**config.mk**
```make
export PLATFORM = sky130hd
export DESIGN_NAME = snake_motion_engine
export DESIGN_NICKNAME = d
export VERILOG_FILES = /design/src/rtl/snake_pkg.sv /design/src/rtl/snake_dir_filter.sv /design/src/rtl/snake_motion_engine.sv
export SDC_FILE = /design/constraint.sdc
export NUM_CORES = 2
export LEC_CHECK = 0
export CAP_MARGIN = 20
export CORE_AREA = 2 2 519 521
export DETAILED_ROUTE_END_ITERATION = 10
export DIE_AREA = 0 0 521 523
export GPL_ROUTABILITY_DRIVEN = 0
export PLACE_DENSITY = 0.34
export RECOVER_POWER = 25
export SETUP_SLACK_MARGIN = 0.3
export SLEW_MARGIN = 0
export SYNTH_ARGS = -nofsm -noshare
export SYNTH_HDL_FRONTEND = slang
export SYNTH_SLANG_ARGS = --single-unit
```
**constraint.sdc**
```tcl
create_clock -name clk -period 26.3 [get_ports clk]
set_clock_uncertainty 0.15 [all_clocks]
set_input_delay 5.26 -clock clk [delete_from_list [all_inputs] [get_ports clk]]
set_output_delay 5.26 -clock clk [all_outputs]
set_load 0.02 [all_outputs]
```
**src/rtl/snake_pkg.sv**
```systemverilog
// Shared constants, direction codes and state encoding for the snake game datapath.
package snake_pkg;

  localparam int COORD_WIDTH    = 10;
  localparam int MAX_LENGTH     = 63;
  localparam int LENGTH_WIDTH   = 6;
  localparam int DISPLAY_WIDTH  = 64;
  localparam int DISPLAY_HEIGHT = 48;

  localparam int INIT_HEAD_X = 32;
  localparam int INIT_HEAD_Y = 24;
  localparam int INIT_LENGTH = 3;

  typedef enum logic [1:0] {
    DIR_UP    = 2'b00,
    DIR_DOWN  = 2'b01,
    DIR_LEFT  = 2'b10,
    DIR_RIGHT = 2'b11
  } dir_t;

  typedef enum logic [1:0] {
    IDLE = 2'b00,
    RUN  = 2'b01,
    STEP = 2'b10,
    DEAD = 2'b11
  } state_t;

  // Up/down and left/right differ only in bit 0.
  function automatic dir_t dir_opposite(input dir_t d);
    return dir_t'({d[1], ~d[0]});
  endfunction

endpackage

```
**src/rtl/snake_dir_filter.sv**
```systemverilog
// Holds the pending direction, rejects reversals of the committed direction,
// and presents the direction that a commit strobe will make current.
module snake_dir_filter
  import snake_pkg::*;
(
  input  logic       clk,
  input  logic       reset,
  input  logic       clear,
  input  logic       accept,
  input  logic       dir_valid,
  input  logic [1:0] dir_in,
  input  logic       multi_cell,
  input  logic       commit,
  output dir_t       dir_out
);

  dir_t pending;
  dir_t committed;
  logic reversal;

  assign reversal = multi_cell && (dir_t'(dir_in) == dir_opposite(committed));
  assign dir_out  = pending;

  always_ff @(posedge clk) begin
    if (!reset || clear) begin
      pending   <= DIR_RIGHT;
      committed <= DIR_RIGHT;
    end else begin
      if (accept && dir_valid && !reversal)
        pending <= dir_t'(dir_in);
      if (commit)
        committed <= pending;
    end
  end

endmodule

```
**src/rtl/snake_motion_engine.sv**
```systemverilog
// Steps the snake one cell every TICK_DIV cycles, tracking head, body history and length,
// with growth, respawn and death handling.
module snake_motion_engine #(
  parameter int COORD_WIDTH    = snake_pkg::COORD_WIDTH,
  parameter int MAX_LENGTH     = snake_pkg::MAX_LENGTH,
  parameter int LENGTH_WIDTH   = snake_pkg::LENGTH_WIDTH,
  parameter int DISPLAY_WIDTH  = snake_pkg::DISPLAY_WIDTH,
  parameter int DISPLAY_HEIGHT = snake_pkg::DISPLAY_HEIGHT,
  parameter int TICK_DIV       = 4
) (
  input  logic                                  clk,
  input  logic                                  reset,
  input  logic                                  start,
  input  logic                                  dir_valid,
  input  logic [1:0]                            dir_in,
  input  logic                                  grow,
  input  logic                                  respawn,
  input  logic [COORD_WIDTH-1:0]                respawn_x,
  input  logic [COORD_WIDTH-1:0]                respawn_y,
  input  logic [LENGTH_WIDTH-1:0]               length_in,
  input  logic [2:0]                            lives_in,
  output logic [COORD_WIDTH-1:0]                head_x,
  output logic [COORD_WIDTH-1:0]                head_y,
  output logic [(MAX_LENGTH+1)*COORD_WIDTH-1:0] body_x_flat,
  output logic [(MAX_LENGTH+1)*COORD_WIDTH-1:0] body_y_flat,
  output logic [LENGTH_WIDTH-1:0]               snake_length,
  output logic                                  step_done,
  output logic                                  oob,
  output logic                                  running
);
  import snake_pkg::*;

  localparam int CNT_W = (TICK_DIV > 2) ? $clog2(TICK_DIV) : 1;

  state_t                   state, state_nxt;
  logic [CNT_W-1:0]         cnt;
  logic [COORD_WIDTH-1:0]   body_x [0:MAX_LENGTH];
  logic [COORD_WIDTH-1:0]   body_y [0:MAX_LENGTH];
  logic [COORD_WIDTH-1:0]   nx, ny;
  logic                     grow_pending;
  logic                     alive, do_init, do_respawn, do_step;
  dir_t                     step_dir;

  assign alive = (lives_in != 3'd0);

  always_ff @(posedge clk) begin
    if (!reset) state <= IDLE;
    else        state <= state_nxt;
  end

  // Death outranks respawn, respawn outranks stepping.
  always_comb begin
    state_nxt = state;
    case (state)
      IDLE: if (start) state_nxt = RUN;
      RUN: begin
        if (!alive)                           state_nxt = DEAD;
        else if (respawn)                     state_nxt = RUN;
        else if (cnt == CNT_W'(TICK_DIV - 2)) state_nxt = STEP;
      end
      STEP: state_nxt = alive ? RUN : DEAD;
      DEAD: if (alive && start) state_nxt = RUN;
      default: state_nxt = IDLE;
    endcase
  end

  always_comb begin
    running    = (state == RUN) || (state == STEP);
    do_init    = ((state == IDLE) && start) || ((state == DEAD) && start && alive);
    do_respawn = running && alive && respawn;
    do_step    = (state == STEP) && alive && !respawn;
  end

  snake_dir_filter u_dir_filter (
    .clk        (clk),
    .reset      (reset),
    .clear      (do_init || do_respawn),
    .accept     (running),
    .dir_valid  (dir_valid),
    .dir_in     (dir_in),
    .multi_cell (snake_length > LENGTH_WIDTH'(1)),
    .commit     (do_step),
    .dir_out    (step_dir)
  );

  always_comb begin
    nx = body_x[0];
    ny = body_y[0];
    case (step_dir)
      DIR_UP:    ny = body_y[0] - COORD_WIDTH'(1);
      DIR_DOWN:  ny = body_y[0] + COORD_WIDTH'(1);
      DIR_LEFT:  nx = body_x[0] - COORD_WIDTH'(1);
      DIR_RIGHT: nx = body_x[0] + COORD_WIDTH'(1);
      default:   nx = body_x[0];
    endcase
  end

  always_ff @(posedge clk) begin
    if (!reset || do_init) begin
      for (int i = 0; i <= MAX_LENGTH; i++) begin
        body_x[i] <= (i < INIT_LENGTH) ? COORD_WIDTH'(INIT_HEAD_X - i) : '0;
        body_y[i] <= (i < INIT_LENGTH) ? COORD_WIDTH'(INIT_HEAD_Y) : '0;
      end
      oob <= 1'b0;
    end else if (do_respawn) begin
      for (int i = 0; i <= MAX_LENGTH; i++) begin
        body_x[i] <= respawn_x;
        body_y[i] <= respawn_y;
      end
      oob <= (respawn_x >= COORD_WIDTH'(DISPLAY_WIDTH)) || (respawn_y >= COORD_WIDTH'(DISPLAY_HEIGHT));
    end else if (do_step) begin
      for (int i = 1; i <= MAX_LENGTH; i++) begin
        body_x[i] <= body_x[i-1];
        body_y[i] <= body_y[i-1];
      end
      body_x[0] <= nx;
      body_y[0] <= ny;
      oob <= (nx >= COORD_WIDTH'(DISPLAY_WIDTH)) || (ny >= COORD_WIDTH'(DISPLAY_HEIGHT));
    end
  end

  always_ff @(posedge clk) begin
    if (!reset || do_init) begin
      snake_length <= LENGTH_WIDTH'(INIT_LENGTH);
      grow_pending <= 1'b0;
      step_done    <= 1'b0;
      cnt          <= '0;
    end else begin
      step_done <= do_step;
      cnt       <= ((state == RUN) && (state_nxt == RUN) && !do_respawn) ? cnt + CNT_W'(1) : '0;
      if (do_respawn) begin
        snake_length <= (length_in == '0) ? LENGTH_WIDTH'(1) : length_in;
        grow_pending <= 1'b0;
      end else if (do_step) begin
        if ((grow_pending || grow) && (snake_length != LENGTH_WIDTH'(MAX_LENGTH)))
          snake_length <= snake_length + LENGTH_WIDTH'(1);
        grow_pending <= 1'b0;
      end else if (running && grow) begin
        grow_pending <= 1'b1;
      end
    end
  end

  assign head_x = body_x[0];
  assign head_y = body_y[0];

  for (genvar g = 0; g <= MAX_LENGTH; g++) begin : g_flat
    assign body_x_flat[g*COORD_WIDTH +: COORD_WIDTH] = body_x[g];
    assign body_y_flat[g*COORD_WIDTH +: COORD_WIDTH] = body_y[g];
  end

endmodule

```
==> results_dict.tcl <==
set metrics [dict create \
    status "finished with violations" \
    violations "max-capacitance violations, max-slew violations" \
    htree_num_levels 4 \
    ys_ff_latch 1297 \
    yosysMostFrequentCell "edfxtp_1" \
    drc 0 \
    vias 40570 \
    grt_busiest_layer "met2" \
    yosysSeqAreaShare_pct 65.74 \
    peakVddDrop_uv 46.56 \
    relSlewSlack_pct -64.52 \
    worstPathArrival_ns 10.92 \
    dr.pass1.iters 5 \
    cts_tree "yes" \
    drv_cap 1 \
    grt_antenna_before_repair 27 \
    drt_wl_total_um 262900 \
    synth_top_area_share_pct 42.85 \
    seqPwrFrac_pct 44.2 \
    min_path_type "reg2reg" \
    power.share.switching_pct 29.02 \
    yosysWarnings 0 \
    start_util_pct 18.90 \
    maxSlewViolCount 48 \
    synth_edf_count 720 \
    reg2reg_depth 6 \
    async_flop_share_pct 0 \
    grt_first_pass_wirelength_um 353100 \
    area_delta_synth_final_pct 43.30 \
    die_area_sq_um 272500 \
    comb_power_share_pct 13.7 \
    synth_common_cells "720 x edfxtp_1, 660 x a21o_1, 623 x a21oi_1" \
    grt-ovfl-total 0 \
    grt_pass1_vias 40340 \
    synth-main-ff-cell "edfxtp_1" \
    clkPwrFrac_pct 42.2 \
    drt-initial-drc-count 3028 \
    synth_fp_nets 4578 \
    drtAntennaViolNets 0 \
    cts_buffers 175 \
    finalHoldViolations 0 \
    core-area_sq_um 267000 \
    syn_inst 4513 \
    cts_root_buf "clkbuf_16" \
    clkLatencyLatePin_ns 0.84 \
    wl_per_cell_um 28.12 \
    grt_max_degree 233 \
    cp_data_required_time_ns 26.54 \
    io_buffers 1345 \
    fillers 28150 \
    p_int_w 0.003885 \
    ios 1346 \
    fp-row-count 190 \
    grt_use_met3_pct 8.442 \
    leakagePower_nw 34.33 \
    postCtsHoldBufs 0 \
    clk_pin_slew_worst_paths_ns 0.06 \
    track_usage_pct 18.40 \
    worstMarginPinSlew_ns 2.462 \
    cts_setup_buffers 0 \
    crit_path_max_fanout 77 \
    via_per_inst 4.339 \
    fp.dieH_um 523 \
    ys_types 54 \
    end_kind "flop" \
    synth_area_leaders "edfxtp_1 43%, dfxtp_1 23%, a21o_1 9.8%" \
    setup_viol 0 \
    layout-drive-gt1-share_pct 5.822 \
    hold_depth 2 \
    fin_tns_setup_ns 0 \
    rsz0062_at_grt "false" \
    cts_sinks 1297 \
    die_w_um 521 \
    p_sw_w 0.001588 \
    finish.utilization_pct 27.08 \
    fmax_mhz 93.65 \
    ctsResizeCount 0 \
    grt_use_met1_pct 21.10 \
    critPathLaunchType "primary input" \
    worstSetupPathType "in2reg" \
    yosys.area.top_type "edfxtp_1" \
    synth.cell_area_sq_um 50460 \
    layout.nets 5724 \
    hpwl_um 187600 \
    cts_buffer_depth 4 \
    gr-usage-met2_pct 30.04 \
    pwr_density_cell_nw_per_um2 75.69 \
    power_w 0.005473 \
    syn_avg_cell_area_sq_um 11.18 \
    period_share_pct 40.60 \
    period_needed_ns 10.68 \
]
[state kept, by name, summed over array words and instances (netlist names)]
register and flops:
grow_pending 1, oob 1, body_y 640, snake_length 6, state 2, step_done 1
u_dir_filter.committed 2, body_x 640, u_dir_filter.dir_out 2, cnt 2
[power by group through the flow]
stage / logic, W / registers, W / clock network [W]
5_1_grt: 0.000791 / 0.00243 / 0.00246
3_3_place_gp: 0.000793 / 0.00247 / 0
2_1_floorplan: 0.000184 / 0.00263 / 0
3_5_place_dp: 0.000789 / 0.00246 / 0
6_report: 0.000748 / 0.00242 / 0.00231
4_1_cts: 0.000793 / 0.00243 / 0.00239
[cell usage in the layout (no fill, tap or decap), types with 8 or more instances in the layout]
master,netlist,final
clkbuf_8,0,16
clkdlybuf4s50_1,0,517
clkbuf_16,0,175
diode_2,0,9
a21oi_1,623,623
xor2_1,12,12
a211oi_1,25,25
edfxtp_1,720,720
o21ai_0,19,19
nor2_1,599,600
dlygate4sd3_1,0,828
ha_1,26,26
and3_2,0,21
inv_1,14,14
clkinv_1,0,19
clkbuf_1,195,48
nor3_1,553,553
nand2_1,138,130
nand3_1,9,8
clkinv_2,0,27
dfxtp_1,577,577
a21o_1,660,660
o21bai_1,8,8
buf_4,60,47
[worst max-delay path, cell delays in order]
cell and delay (ns):
dlygate4sd3_1 0.63, nor3_1 0.75, clkbuf_1 0.21, nor2_1 0.08
nand2_1 1.74, nand2_4 0.89, buf_4 0.62, buf_4 0.57
[metrics by stage]
step                      setup WS (ns)  cells  hold WS (ns)  cell area (sq um)
after CTS                         16.33   9339        0.3290              72280
after global placement            15.29   9033        0.3196              66920
after detailed placement          15.42   9033        0.3174              66920
after global routing              15.14   9345        0.3654              72300
final                             15.62   9349        0.3227              72310
after floorplan                   5.780   4513        0.2871              50460
[routing by layer]
metal	routed length, um	share of wire, %
met5	105	0.040
met1	102700	39
met4	9532	3.6
met3	27250	10
met2	123300	47
[worst paths after layout]
path / from / end / slack, ns
hold / removal: oob / oob / 0.32
setup / recovery: lives_in[1] / body_y[0][141] / 15.62
setup reg to reg: state[0] / body_y[0][141] / 20.61
hold reg to reg: oob / oob / 0.32
[cells by family (layout without fill, tap and decap cells)]
kind of cell | Yosys count | in the layout | share of synthesized area, %
xor+xnor | 18 | 18 | 0.3124
flops | 1297 | 1297 | 65.74
other cells | 0 | 9 | 0
buf+inv | 446 | 1721 | 4.111
mux | 5 | 5 | 0.09919
simple gates | 1343 | 1343 | 11.63
compound gates | 1376 | 1376 | 17.38
fa+ha+maj | 28 | 28 | 0.7241
[cell type report]
cell class | count | area, sq um | area share (%)
antenna | 9 | 22.52 | 0.03115
multi-input combinational | 2770 | 15290 | 21.14
timing repair buffer | 1400 | 13960 | 19.31
sequential | 1297 | 33170 | 45.88
clock inverter | 68 | 581.8 | 0.8047
inverter | 15 | 63.81 | 0.08825
tap | 3552 | 4444 | 6.146
clock buffer | 238 | 4776 | 6.605
(Power assumes the default switching activity.)
